<file path="src/rtl/mem_copy_engine.sv">
// Word-at-a-time block copy initiator for a single-port memory (READ then WRITE per word).
// Optional running checksum of copied data is enabled with MEMCOPY_CHECKSUM_EN.
module mem_copy_engine #(
    parameter int unsigned N     = 16,
    parameter int unsigned LEN_W = 16
) (
    input  logic             clk,
    input  logic             reset,
    input  logic             start,
    input  logic [N-1:0]     src,
    input  logic [N-1:0]     dst,
    input  logic [LEN_W-1:0] len,
    output logic             busy,
    output logic             done,
    output logic [N-1:0]     mem_address,
    output logic [N-1:0]     mem_in,
    output logic             mem_write_en,
    input  logic [N-1:0]     mem_out
`ifdef MEMCOPY_CHECKSUM_EN
    ,
    output logic [N-1:0]     checksum
`endif
);

    typedef enum logic [1:0] {
        IDLE  = 2'd0,
        READ  = 2'd1,
        WRITE = 2'd2,
        DONE  = 2'd3
    } state_e;

    state_e           state_q;
    logic [N-1:0]     src_q;
    logic [N-1:0]     dst_q;
    logic [LEN_W-1:0] len_q;
    logic [LEN_W-1:0] i_q;
    logic [N-1:0]     data_q;
    logic [N-1:0]     mem_address_q;
    logic             mem_write_en_q;
    logic             busy_q;
    logic             done_q;
`ifdef MEMCOPY_CHECKSUM_EN
    logic [N-1:0]     checksum_q;
`endif

    logic [LEN_W-1:0] i_d;
    logic [N-1:0]     rd_addr_d;
    logic [N-1:0]     wr_addr_d;

    // Address arithmetic wraps naturally at N bits.
    assign i_d       = i_q + LEN_W'(1);
    assign rd_addr_d = src_q + N'(i_d);
    assign wr_addr_d = dst_q + N'(i_q);

    always_ff @(posedge clk) begin
        if (reset) begin
            state_q        <= IDLE;
            src_q          <= '0;
            dst_q          <= '0;
            len_q          <= '0;
            i_q            <= '0;
            data_q         <= '0;
            mem_address_q  <= '0;
            mem_write_en_q <= 1'b0;
            busy_q         <= 1'b0;
            done_q         <= 1'b0;
`ifdef MEMCOPY_CHECKSUM_EN
            checksum_q     <= '0;
`endif
        end else begin
            case (state_q)
                IDLE: begin
                    mem_address_q  <= '0;
                    mem_write_en_q <= 1'b0;
                    data_q         <= '0;
                    done_q         <= 1'b0;
                    busy_q         <= 1'b0;
                    if (start) begin
                        src_q  <= src;
                        dst_q  <= dst;
                        len_q  <= len;
                        i_q    <= '0;
                        busy_q <= 1'b1;
`ifdef MEMCOPY_CHECKSUM_EN
                        checksum_q <= '0;
`endif
                        if (len != '0) begin
                            state_q       <= READ;
                            mem_address_q <= src;
                        end else begin
                            state_q <= DONE;
                            done_q  <= 1'b1;
                        end
                    end
                end
                READ: begin
                    state_q        <= WRITE;
                    data_q         <= mem_out;
                    mem_address_q  <= wr_addr_d;
                    mem_write_en_q <= 1'b1;
`ifdef MEMCOPY_CHECKSUM_EN
                    checksum_q     <= checksum_q + mem_out;
`endif
                end
                WRITE: begin
                    i_q            <= i_d;
                    data_q         <= '0;
                    mem_write_en_q <= 1'b0;
                    if (i_d == len_q) begin
                        state_q       <= DONE;
                        done_q        <= 1'b1;
                        mem_address_q <= '0;
                    end else begin
                        state_q       <= READ;
                        mem_address_q <= rd_addr_d;
                    end
                end
                DONE: begin
                    state_q        <= IDLE;
                    busy_q         <= 1'b0;
                    done_q         <= 1'b0;
                    mem_address_q  <= '0;
                    mem_write_en_q <= 1'b0;
                    data_q         <= '0;
                end
                default: begin
                    state_q <= IDLE;
                end
            endcase
        end
    end

    assign busy         = busy_q;
    assign done         = done_q;
    assign mem_address  = mem_address_q;
    assign mem_in       = data_q;
    assign mem_write_en = mem_write_en_q;
`ifdef MEMCOPY_CHECKSUM_EN
    assign checksum     = checksum_q;
`endif

endmodule

</file>
<file path="config.mk">
export PLATFORM = sky130hd
export DESIGN_NAME = mem_copy_engine
export DESIGN_NICKNAME = d
export VERILOG_FILES = /design/src/rtl/mem_copy_engine.sv
export SDC_FILE = /design/constraint.sdc
export NUM_CORES = 1
export LEC_CHECK = 0
export BUFFER_PORTS_ARGS = -buffer_cell sky130_fd_sc_hd__buf_2
export CAP_MARGIN = 20
export CELL_PAD_IN_SITES_DETAIL_PLACEMENT = 0
export CELL_PAD_IN_SITES_GLOBAL_PLACEMENT = 2
export CORE_ASPECT_RATIO = 0.7
export CORE_MARGIN = 10
export CORE_UTILIZATION = 31
export CTS_BUF_LIST = sky130_fd_sc_hd__clkbuf_4
export CTS_CLUSTER_DIAMETER = 150
export DETAILED_ROUTE_END_ITERATION = 6
export GPL_ROUTABILITY_DRIVEN = 0
export PLACE_DENSITY_LB_ADDON = 0.1
export SLEW_MARGIN = 20
export SYNTH_ARGS = -nofsm -noshare
export SYNTH_HDL_FRONTEND = slang
export SYNTH_SLANG_ARGS = --single-unit
export TNS_END_PERCENT = 10
</file>
<file path="constraint.sdc">
create_clock -name clk -period 3.3 [get_ports clk]
set_input_delay 0.33 -clock clk [delete_from_list [all_inputs] [get_ports clk]]
set_output_delay 0.33 -clock clk [all_outputs]
set_load 0.005 [all_outputs]
</file>
==> results.sh <==
export IMPL_setup_violations=0
export IMPL_grt_pass1_wl_mm=31.13
export IMPL_fin_util=0.3976
export IMPL_cts_root_buf="clkbuf_4"
export IMPL_grt_overflow=0
export IMPL_drive_above_1_share=0.2179
export IMPL_synthSimpleGateAreaFrac=0.2315
export IMPL_cts_tree="yes"
export IMPL_cts_htree_levels=3
export IMPL_synth_fp_nets=829
export IMPL_p_clk_frac=0.226
export IMPL_seq_power_share=0.487
export IMPL_status="complete, no violations"
export IMPL_routed_wl_mm=19.74
export IMPL_numPortBuffers=101
export IMPL_final_min_clock_period_ns=3.129
export IMPL_worstPathRequired_ns=3.76
export IMPL_via_per_inst=5.082
export IMPL_area_delta_synth_final_pct=25.08
export IMPL_clock_sinks=101
export IMPL_synth_fa_ha_area_frac=0.08929
export IMPL_coreArea_um2=18160
export IMPL_critPathMaxFanout=4
export IMPL_synth_area_mux_share=0
export IMPL_grt_usage=0.1616
export IMPL_synth_area_per_cell_um2=7.996
export IMPL_p_int_w=0.001875
export IMPL_p_leak_nw=3.148
export IMPL_nNetsFinal=974
export IMPL_synth_seq_area_share=0.3502
export IMPL_die_h_um=134.2
export IMPL_place_ws_ns=-0.01075
export IMPL_worstMarginPinSlew_ns=0.9801
export IMPL_worstPathCellList="nand3_2 > xnor2_1 > ha_1 > o211a_1 > o31a_1 > o41ai_1 > buf_4 > o21ai_0 > buf_4 > a21oi_1 > xnor2_1 > nand2_1 > a21oi_1"
export IMPL_cts_buffers=9
export IMPL_synth_edf_count=0
export IMPL_fin_ws_ns=0.1711
export IMPL_hold_violations=0
export IMPL_grt_pass1_vias=5516
export IMPL_dp_cells=1069
export IMPL_synthDistinctLibCells=62
export IMPL_dp_hpwl_mm=15.28
export IMPL_synth_top_family_by_area="simple AND/OR/NAND/NOR gates"
export IMPL_fmax_ghz=0.3196
export IMPL_row_count=41
export IMPL_grt_max_degree=62
export IMPL_drc=0
export IMPL_synth_compound_area_share=0.2096
export IMPL_fin_crit_sh=0.9481
export IMPL_synth_async_reset_ratio=0
export IMPL_hold_class="in -> reg"
export IMPL_drt_initial_drc_count=347
export IMPL_rsz0062_at_grt="no"
export IMPL_drt_pass1_iter_count=5
export IMPL_critPathMaxStageDelay_ns=0.40
export IMPL_initial_core_util=0.3179
export IMPL_final_max_slew_viol_count=0
export IMPL_syn_area_um2=5773
export IMPL_worstSkewPairLatency_ns=0.51
export IMPL_p_sw_w=0.001083
export IMPL_die_area_um2=24570
export IMPL_detail_route_antenna_nets=0
export IMPL_ys_ff_latch=101
export IMPL_critPathLaunchType="register"
export IMPL_ir_worst_vdd_uv=191.4
export IMPL_critPathSlowestCell="dfxtp_2"
export IMPL_vias=5636
export IMPL_antenna_found_initial=1
export IMPL_clk_path_buf_depth=2
export IMPL_wire_per_inst_um=17.80
export IMPL_synth_ff_type="dfxtp_1"
export IMPL_die_x_um=183.1
export IMPL_p_sw_frac=0.3662
export IMPL_worstPathArrival_ns=3.58
export IMPL_finalNonFillerCells=1109
export IMPL_ys_warn_count=0
export IMPL_slew_limit_headroom=0.3452
export IMPL_clkTransAtPathRegs_ns=0.19
export IMPL_synth_cells=722
export IMPL_critPathKind="reg -> reg"
export IMPL_p_per_area_nw_per_um2=409.7
export IMPL_io_pin_count=102
export IMPL_clock_skew_ns=0.01798
export IMPL_drv_cap=0
export IMPL_cp_end_kind="register"
export IMPL_combPwrFrac=0.287
export IMPL_synthXorXnorAreaFrac=0.08019
[repair_timing]
action,in CTS,in global routing
hold endpoints to repair,20,2
hold buffers,20,2
setup buffers,0,1
pin swaps,0,3
endpoints found under the setup margin,1,4
resized for setup,1,16
[state kept, by name (all words and copies together) (netlist names)]
register and cells:
mem_in 16, mem_address 16, src_q 16, dst_q 16, i_q 16, mem_write_en 1, done 1, state_q 2
busy 1, len_q 16
[cell usage in the layout (no fill, tap or decap), types with 4 or more instances in the layout]
cell type and n:
dfxtp_2 5, buf_2 101, a31oi_1 4, nand2_1 137, or3_1 8, dlygate4sd3_1 22
a22oi_1 5, nor2_1 45, nand2b_1 7, o21ai_0 27, xnor2_1 29, inv_1 11
nor2b_1 8, a21o_1 9, xor2_1 14, nor3_1 17, dfxtp_1 95, a32oi_1 12
buf_4 51, nor4_1 10, ha_1 37, clkbuf_4 9, a221oi_1 5, and2_1 18
a21oi_1 94, nand3_1 10
[stage by stage]
stage / hold slack [ns] / setup TNS [ns] / cell area [um^2] / power (W)
after floorplan: 0.4363 / 0 / 5773 / 0.001949
after global placement: 0.4531 / 0 / 6800 / 0.002295
after detailed placement: 0.4605 / -0.01075 / 6800 / 0.002300
after CTS: 0.0003104 / 0 / 7139 / 0.002998
after global routing: 0.0007987 / 0 / 7221 / 0.003159
final: 0.02702 / 0 / 7221 / 0.002959
[worst max-delay path, delay by kind of cell, from the launching register on]
kind	cells	cell delay [ns]
AOI/OAI and AO/OA	6	1.20
xor gates and xnor gates	2	0.50
adders and majority gates	1	0.33
buffers and inverters	2	0.39
DFF	1	0.40
and+or+nand+nor	2	0.25
[Yosys cell counts (all sizes together) (9+ instances only)]
cell	n	area (um^2)
xnor2	29	254.0
a32oi	12	105.1
ha	38	475.5
nor2	47	176.4
dfxtp	101	2022
clkbuf	30	112.6
nand3	12	65.06
nand2	137	514.2
nor3	18	101.4
xor2	16	140.1
a21oi	95	475.5
buf	11	68.82
nor4	10	62.56
a21o	9	67.56
and2	18	112.6
o21ai	29	145.1
inv	11	41.29
[area by class of cell]
cell class | count | area (um^2)
tap | 236 | 295.3
clock buffer | 9 | 67.56
clock inverter | 7 | 68.82
sequential | 101 | 2032
fill | 1910 | 10940
timing repair buffer | 175 | 1129
antenna | 1 | 2.502
multi-input combinational | 568 | 3581
inverter | 12 | 45.04
[metal layers]
metal	vias to the layer above	routed length, um	global-route usage	part of all wire
li1	2851	-	-	-
met2	122	8196	0.2374	0.42
met5	-	0	0	0
met1	2647	10400	0.2310	0.53
met4	0	231	0.04131	0.012
met3	16	910	0.03642	0.046
[power by group through the flow]
stage                     registers [W]  clock network [W]  logic (W)
after floorplan                 0.00144                  0   0.000511
after global placement          0.00146                  0   0.000832
after detailed placement        0.00147                  0   0.000833
after CTS                       0.00144           0.000702   0.000855
after global routing            0.00146           0.000743   0.000961
final                           0.00144           0.000670   0.000848
[path summary, 6_finish.rpt]
check	start	end	slack [ns]	cells after the start
hold / removal	dst[12]	dst_q[12]$_SDFFE_PP0P_	0.03	3
setup reg to reg	i_q[1]$_SDFFE_PP0P_	mem_address[12]$_SDFF_PP0_	0.17	13
setup / recovery	i_q[1]$_SDFFE_PP0P_	mem_address[12]$_SDFF_PP0_	0.17	13
hold reg to reg	len_q[2]$_SDFFE_PP0P_	len_q[2]$_SDFFE_PP0P_	0.48	2
[logic make-up after synthesis]
family          count (synthesis)
flops                         101
buf+inv                        53
simple gates                  284
xor+xnor                       48
fa+ha+maj                      40
compound gates                196
Power figures use the tool's default switching activity.
